**src/rtl/score_text_pkg.sv**
```systemverilog
// score_text_pkg: ASCII label constants, converter FSM state enum, max_dec(digits) = 10^digits-1
package score_text_pkg;
  localparam logic [7:0] ASCII_SP = 8'h20;
  localparam logic [7:0] ASCII_0 = 8'h30;
  localparam logic [47:0] TXT_SCORE = "SCORE:";
  localparam logic [39:0] TXT_BEST = "BEST:";
  typedef enum logic [1:0] {IDLE, SHIFT, DONE} conv_state_t;
  function automatic logic [31:0] max_dec(input int digits);
    logic [31:0] p = 32'd1;
    for (int i = 0; i < digits; i++) p = p * 32'd10;
    return p - 32'd1;
  endfunction
endpackage

```
**src/rtl/bin2bcd_seq.sv**
```systemverilog
// bin2bcd_seq: sequential double-dabble; clk, rst_n, start/bin_in load, bcd_out valid while done, busy when not idle
module bin2bcd_seq
  import score_text_pkg::*;
#(
  parameter int SCORE_W = 16,
  parameter int DIGITS = 5
) (
  input  logic                  clk,
  input  logic                  rst_n,
  input  logic                  start,
  input  logic [SCORE_W-1:0]    bin_in,
  output logic [4*DIGITS-1:0]   bcd_out,
  output logic                  done,
  output logic                  busy
);
  localparam int BW = 4 * DIGITS;
  localparam int CW = $clog2(SCORE_W + 1);
  conv_state_t state, state_nx;
  logic [SCORE_W-1:0] bin;
  logic [BW-1:0] bcd, adj;
  logic [CW-1:0] cnt;
  always_comb begin
    adj = bcd;
    for (int i = 0; i < DIGITS; i++)
      adj[4*i +: 4] = bcd[4*i +: 4] >= 4'd5 ? bcd[4*i +: 4] + 4'd3 : bcd[4*i +: 4];
    state_nx = state == IDLE  ? (start ? SHIFT : IDLE) :
               state == SHIFT ? (cnt == CW'(SCORE_W - 1) ? DONE : SHIFT) : IDLE;
  end
  always_ff @(posedge clk or negedge rst_n)
    if (!rst_n) begin
      state <= IDLE;
      bin <= '0;
      bcd <= '0;
      cnt <= '0;
    end else begin
      state <= state_nx;
      if (state == IDLE && start) begin
        bin <= bin_in;
        bcd <= '0;
        cnt <= '0;
      end else if (state == SHIFT) begin
        {bcd, bin} <= {adj[BW-2:0], bin, 1'b0};
        cnt <= cnt + CW'(1);
      end
    end
  assign bcd_out = bcd;
  assign done = state == DONE;
  assign busy = state != IDLE;
endmodule

```
**src/rtl/score_text_rom.sv**
```systemverilog
// score_text_rom: score overlay char generator; clk, rst_n, char_xy {row,col}, score_in, game_start, best_clr -> registered char_code, busy
module score_text_rom
  import score_text_pkg::*;
#(
  parameter int SCORE_W = 16,
  parameter int DIGITS = 5,
  parameter int BLANK_LZ = 1,
  parameter int DIGIT_COL = 7
) (
  input  logic               clk,
  input  logic               rst_n,
  input  logic [7:0]         char_xy,
  input  logic [SCORE_W-1:0] score_in,
  input  logic               game_start,
  input  logic               best_clr,
  output logic [7:0]         char_code,
  output logic               busy
);
  localparam int BW = 4 * DIGITS;
  localparam logic [63:0] MAXV = 64'(max_dec(DIGITS));
  if (DIGIT_COL + DIGITS > 16 || DIGITS < 1 || DIGITS > 8) begin : g_bad_cfg
    $error("score_text_rom: DIGITS must be 1..8 and DIGIT_COL+DIGITS <= 16");
  end
  logic [SCORE_W-1:0] best, last_s, last_b, conv_in;
  logic pend_s, pend_b, chan_b, start, load_s, load_b, conv_done, conv_busy, lz;
  logic [BW-1:0] bcd, disp_s, disp_b, disp;
  logic [3:0] row, col;
  logic [7:0] lut;
  function automatic logic [SCORE_W-1:0] clamp(input logic [SCORE_W-1:0] v);
    return 64'(v) > MAXV ? MAXV[SCORE_W-1:0] : v;
  endfunction
  assign start = !conv_busy && (pend_s || pend_b);
  assign load_s = start && pend_s;
  assign load_b = start && !pend_s;
  assign conv_in = clamp(pend_s ? score_in : best);
  assign busy = conv_busy || pend_s || pend_b;
  bin2bcd_seq #(.SCORE_W(SCORE_W), .DIGITS(DIGITS)) u_conv (
    .clk(clk),
    .rst_n(rst_n),
    .start(start),
    .bin_in(conv_in),
    .bcd_out(bcd),
    .done(conv_done),
    .busy(conv_busy)
  );
  always_ff @(posedge clk or negedge rst_n)
    if (!rst_n) begin
      best <= '0;
      last_s <= '0;
      last_b <= '0;
      pend_s <= 1'b0;
      pend_b <= 1'b0;
      chan_b <= 1'b0;
      disp_s <= '0;
      disp_b <= '0;
    end else begin
      best <= best_clr ? '0 : score_in > best ? score_in : best;
      pend_s <= !load_s && (pend_s || score_in != last_s);
      pend_b <= !load_b && (pend_b || best != last_b);
      if (load_s) last_s <= score_in;
      if (load_b) last_b <= best;
      if (start) chan_b <= load_b;
      if (conv_done && !chan_b) disp_s <= bcd;
      if (conv_done && chan_b) disp_b <= bcd;
    end
  assign row = char_xy[7:4];
  assign col = char_xy[3:0];
  always_comb begin
    disp = row[0] ? disp_b : disp_s;
    lut = row == 4'd0 && col < 4'd6 ? TXT_SCORE[8*(5-int'(col)) +: 8] :
          row == 4'd1 && col < 4'd5 ? TXT_BEST[8*(4-int'(col)) +: 8] : ASCII_SP;
    lz = 1'b1;
    for (int i = 0; i < DIGITS; i++) begin
      lz = lz && disp[4*(DIGITS-1-i) +: 4] == 4'd0;
      if (row < 4'd2 && int'(col) == DIGIT_COL + i)
        lut = BLANK_LZ != 0 && lz && i != DIGITS - 1 ? ASCII_SP :
              ASCII_0 + {4'h0, disp[4*(DIGITS-1-i) +: 4]};
    end
  end
  always_ff @(posedge clk or negedge rst_n)
    if (!rst_n) char_code <= ASCII_SP;
    else char_code <= game_start ? lut : ASCII_SP;
endmodule

```
**config.mk**
```make
export PLATFORM = sky130hd
export DESIGN_NAME = score_text_rom
export DESIGN_NICKNAME = d
export VERILOG_FILES = /design/src/rtl/score_text_pkg.sv /design/src/rtl/bin2bcd_seq.sv /design/src/rtl/score_text_rom.sv
export SDC_FILE = /design/constraint.sdc
export NUM_CORES = 1
export LEC_CHECK = 0
export CORE_MARGIN = 2
export CORE_UTILIZATION = 55
export CTS_BUF_LIST = sky130_fd_sc_hd__clkbuf_4 sky130_fd_sc_hd__clkbuf_8 sky130_fd_sc_hd__clkbuf_16
export DETAILED_ROUTE_END_ITERATION = 8
export GPL_ROUTABILITY_DRIVEN = 0
export GPL_TIMING_DRIVEN = 0
export PLACE_DENSITY = 0.77
export SLEW_MARGIN = 20
export SYNTH_ARGS = -nofsm -noshare
export SYNTH_HDL_FRONTEND = slang
export SYNTH_SLANG_ARGS = --single-unit
```
**constraint.sdc**
```tcl
create_clock -name clk -period 2.1 [get_ports clk]
set_clock_uncertainty 0.1 [all_clocks]
set_input_delay 0.315 -clock clk [delete_from_list [all_inputs] [get_ports clk]]
set_output_delay 0.315 -clock clk [all_outputs]
set_load 0.01 [all_outputs]
```
After elaboration in Yosys (flattened, before gate mapping)
Index checks and enable logic that the tools add are counted.
- register bits after elaboration: 142
- output and inout port bits: 9
- word-level logic and storage cells: 116
- $add $sub $neg: 13
- $lt $le $gt $ge: 9
- equal/unequal tests: 11
- shift-type cells: 2
- mux-type cells: 31
- reductions and logical operators: 37
- operators with widths (cell ; count):
    16-bit two-way mux ; 5
    8-bit two-way mux ; 8
    20-bit two-way mux ; 3
    48-bit by 8-bit variable part select with 8-bit output (first input constant) ; 1
    40-bit by 8-bit variable part select with 8-bit output (first input constant) ; 1
    6-bit by 4-bit adder with 7-bit output (first input constant) ; 5
    16-bit inequality test ; 2
    7-bit two-way mux ; 4
    4-bit equality test (second input constant) ; 5
    4-bit by 3-bit greater-or-equal comparator with 1-bit output (second input constant) ; 5
    4-bit logical NOT ; 5
    1-bit logical AND ; 18
    4-bit by 2-bit adder with 4-bit output (second input constant) ; 4
    16-bit greater-than comparator ; 1
    4-bit two-way mux ; 4
    5-bit two-way mux ; 2
    3-bit by 4-bit subtractor with 5-bit output (first input constant) ; 2
    4-bit by 3-bit less-than comparator with 1-bit output (second input constant) ; 2
    2-bit two-way mux ; 3
    2-bit nonzero test ; 3
    5-bit by 1-bit adder with 5-bit output (second input constant) ; 1
    5-bit by 4-bit equality test with 1-bit output (second input constant) ; 1
    1-bit logical NOT ; 5
    1-bit logical OR ; 5
    other kinds (8) ; 8

Longest topological paths before layout
- word-level depth: 10
- gate-level depth with buffers: 10
- depth with buffers taken out: 9

By module
A second synthesis with hierarchy kept.
- cell total of the unflattened synthesis: 762
- area total of the unflattened synthesis: 8023.9 um^2
- modules (own cells, without submodules) (module ; instances ; cells an instance ; area each (um^2) ; seq. area each (um^2)):
    score_text_rom ; 1 ; 528 ; 5696.7 ; 2453.6
    bin2bcd_seq ; 1 ; 234 ; 2327.2 ; 1076.0

Worst setup path after synthesis
Ideal clock, no wire load.
- kind: flip-flop to flip-flop
- start point: reg best[1]
- end point: reg best[10]
- arrival: 1.961 ns
- slack: -0.040 ns
- stages on the path, launching flop included: 10
- path buffers: 1
- clock period less this slack: 2.140 ns
- cell sequence: dfrtp_1 inv_1 ha_1 nor2b_1 o211ai_1 a21oi_1 o31ai_1 a21oi_2 buf_2 mux2i_1
- word-level cells in the longest chain between the ends: 2
- RTL lines (item ; line ; source):
    from (decl) ; score_text_rom.sv:24 ; logic [SCORE_W-1:0] best, last_s, last_b, conv_in;
    from (signal assigned) ; score_text_rom.sv:57 ; best <= best_clr ? '0 : score_in > best ? score_in : best;
    16-bit greater-than comparator ; score_text_rom.sv:57 ;
    2-bit nonzero test (no line) ; -- ;
Every way passes these cells.
A chain may end at the register's enable or synchronous reset.

Worst setup path after layout
- start point: in score_in[11]
- end point: reg best[15]
- word-level cells in the longest chain between the ends: 2
- RTL lines (item ; line ; source):
    from (decl) ; score_text_rom.sv:13 ; input logic [SCORE_W-1:0] score_in,
    16-bit greater-than comparator ; score_text_rom.sv:57 ;
    2-bit nonzero test (no line) ; -- ;
Every way passes these cells.

==> out/metrics.cfg <==
[logic_synthesis]
synth_edf_count = 0
synth.distinct_cells = 55
synth_top_cell_area_share_pct = 46.0
async_reset_ff_share_pct = 100
synth_area_leader_cell = dfrtp_1
synth_warnings = 0
ys.flop_type = dfrtp_1
synth-seq-cells = 141
synth_fp_nets = 858
synth_area_mm2 = 0.00762
synthTopCellsByArea = dfrtp_1 46%, nand2_1 6.3%, ha_1 5.7%
avgSynthCellArea_um2 = 9.59
syn_inst = 795
ys_seq_area_share_pct = 46.3

[pwr]
peakVddDrop_v = 0.000759
power_density_mw_per_mm2 = 1210
leakage_nw = 4.26

[grt]
grt_pass1_vias = 6018
grt.overflow.total = 0
grt_pass1_wl_mm = 30.6
grt_max_degree = 73
antenna_found_initial = 0
grt.total_usage_pct = 26.9

[setup_path]
worst_r2r_endpoint = best[15]$_DFFE_PN0P_
cp_slowest_cell = clkdlybuf4s50_1
path_cells = clkdlybuf4s50_1 -> ha_4 -> nand4_1 -> buf_4 -> nor4_4 -> a21oi_4 -> buf_6 -> mux2i_1
start_kind = input pin
endpoint = best[15]$_DFFE_PN0P_
ff2ff_path_depth = 9
cp-startpoint = score_in[11]
endpoint_kind = flop
r2r_setup_slack_ns = 0.02
critPathKind = input pin to flop
critPathArrivalTime_ns = 2.31
r2r-start = best[15]$_DFFE_PN0P_
critical_path_required_ns = 2.31
crit_path_max_fanout = 6
max_stage_delay_ns = 0.56

[clocking]
htreeDepth = 4
cts_tree = yes
clk_latency_ns = 0.43
cts-root-buf = clkbuf_16
clkTransAtPathRegs_ns = 0.06
cts.sinks = 141
clock_path_buffers = 2
cts_buffers = 17

[floorplanning]
die_w_um = 122
rows = 43
core_mm2 = 0.0137
die_h_um = 122
start_util_pct = 55.6
die_area_mm2 = 0.0148
design.portCount = 37

[timing]
hold_viol_final = 0
slew_headroom_pct = 53.2
tightest_slew_ns = 0.701
rsz0062_at_grt = true
fmax_mhz = 475
period_share_pct = 100
slew_viol_final = 0
holdWs_ns = 0.152
fin_setup_tns_ns = -0.0113
period_needed_ns = 2.10
setup_viol = 5
final.setup.worst_slack_ns = -0.00492

[detailed_routing]
detail-route-antenna-nets = 0
route.detailed.drc = 0
drt-initial-drc-count = 628
vias = 6271
drt-vias-per-instance = 5.87
wl_per_cell_um = 18.1
wirelength_mm = 19.3
firstDrtPassIters = 5

[run_status]
status = finished, violations left
violations = negative setup slack

[cells_and_area]
syn_to_final_growth_pct = 21.7
drive_above_1_share_pct = 16.6
diodes = 0
utilization_pct = 67.6
nets = 939

[flow_run]
cap_violations = 0

[placed_design]
portBuffers = 35
dpl.hpwl_mm = 13.0

[worst_hold_path]
hp-class = input pin to flop

==> logic make-up (layout without fill, tap and decap cells) <==
family                   count (synthesis)  after routing  share of synthesized area (%)
flip-flops                             141            141                           46.3
adder cells (fa/ha/maj)                 35             35                           5.75
XOR/XNOR                                39             39                           4.48
multiplexers                            65             65                           9.16
buffers and inverters                   68            162                           3.78
AO/OA/AOI/OAI                          155            155                           12.3
other                                    1              1                         0.0492
AND/OR/NAND/NOR                        291            291                           18.2
==> Yosys cell counts, drive strengths merged (2+ instances only) <==
cell type / n
nor2: 37
a31oi: 15
and3: 4
o22ai: 4
buf: 11
nor3: 11
nor2b: 3
a21o: 2
xor2: 3
a222oi: 4
a211oi: 3
dfrtp: 140
o21ai: 67
nand3b: 2
mux2: 38
a211o: 3
nand2: 128
o31ai: 5
o32ai: 4
or4: 5
a21oi: 32
nand3: 33
nor3b: 4
ha: 35
or3: 4
inv: 31
clkbuf: 26
a2111oi: 3
o211ai: 6
xnor2: 36
a22oi: 2
mux2i: 27
and2: 2
nor4: 3
nand2b: 40
nand4: 12
==> state kept, by name (all words and copies together) (netlist names) <==
signal	flops
best	16
u_conv.bin	16
last_b	16
u_conv.state	2
disp_s	20
disp_b	20
char_code	7
chan_b	1
u_conv.bcd_out	20
last_s	16
pend_s	1
u_conv.cnt	5
pend_b	1
==> cell type report <==
| class | instances | area [µm²] |
|---|---|---|
| Sequential cell | 141 | 3540 |
| Fill cell | 1065 | 4450 |
| Buffer | 36 | 191 |
| Tap cell | 180 | 225 |
| Timing Repair Buffer | 63 | 597 |
| Inverter | 31 | 116 |
| Multi-Input combinational cell | 586 | 4010 |
| Clock buffer | 20 | 454 |
| Clock inverter | 12 | 148 |
==> through the flow <==
step           std cells  area, µm²  setup slack [ns]  total power, W
2_1_floorplan        795       7640            0.0313         0.00680
3_3_place_gp        1010       8210             -5.03         0.00778
3_5_place_dp        1011       8250            -0.882         0.00794
4_1_cts             1050       8980           0.00878          0.0111
5_1_grt             1069       9270           -0.0820          0.0120
6_report            1069       9270          -0.00492          0.0113
==> cell usage in the layout (no fill, tap or decap), types with 17 or more instances in the layout <==
cell type,instances
nand3_1,33
clkbuf_1,21
nor2_1,33
buf_4,27
xnor2_1,36
dfrtp_1,135
ha_1,29
o21ai_0,64
clkdlybuf4s50_1,21
nand2b_1,40
a21oi_1,29
mux2_2,38
nand2_1,128
inv_1,31
clkbuf_16,17
mux2i_1,27
==> critical path: cells and delay by family <==
| family | cells | cell delay, ns |
|---|---|---|
| buffers and inverters | 3 | 0.94 |
| and+or+nand+nor | 2 | 0.48 |
| adders and majority gates | 1 | 0.37 |
| muxes | 1 | 0.12 |
| AOI/OAI and AO/OA | 1 | 0.08 |
==> repair_timing <==
item / in CTS / in global routing
endpoints found under the hold margin: 71 / 0
gates resized for setup: 29 / 38
endpoints found under the setup margin: 57 / 28
cloned: 0 / 0
pin swaps: 9 / 12
hold buffers: 1 / 0
setup buffers: 7 / 19
==> per-layer routing <==
metal | part of all wire, % | wire length (µm) | up-vias | GRT usage, %
met3 | 5.4 | 1040 | 41 | 5.71
met1 | 42 | 8200 | 3066 | 35.3
met4 | 2.4 | 464 | 0 | 9.41
met2 | 50 | 9640 | 221 | 44.6
met5 | 0 | 0 | - | 0
li1 | - | - | 2943 | -
==> how the worst min path moves through the flow <==
stage                                      from                     to  slack [ns]  cells past startpoint
after global routing                score_in[9]  last_s[9]$_DFFE_PN0P_        0.16                      3
after CTS                           score_in[1]  last_s[1]$_DFFE_PN0P_        0.26                      3
after detailed placement                  rst_n  disp_s[2]$_DFFE_PN0P_        0.22                      1
after global placement    disp_b[0]$_DFFE_PN0P_  disp_b[0]$_DFFE_PN0P_        0.37                      2
final                               score_in[0]  last_s[0]$_DFFE_PN0P_        0.15                      3
after floorplan                           rst_n    best[0]$_DFFE_PN0P_       -0.08                      0
==> power by group <==
group	total (W)	internal (W)	switching (W)
sequential	0.00435	0.00359	0.000764
combinational	0.00382	0.00161	0.00221
clock	0.00308	0.00191	0.00116
total	0.0113	0.00712	0.00414
Power figures use the tool's default switching activity.
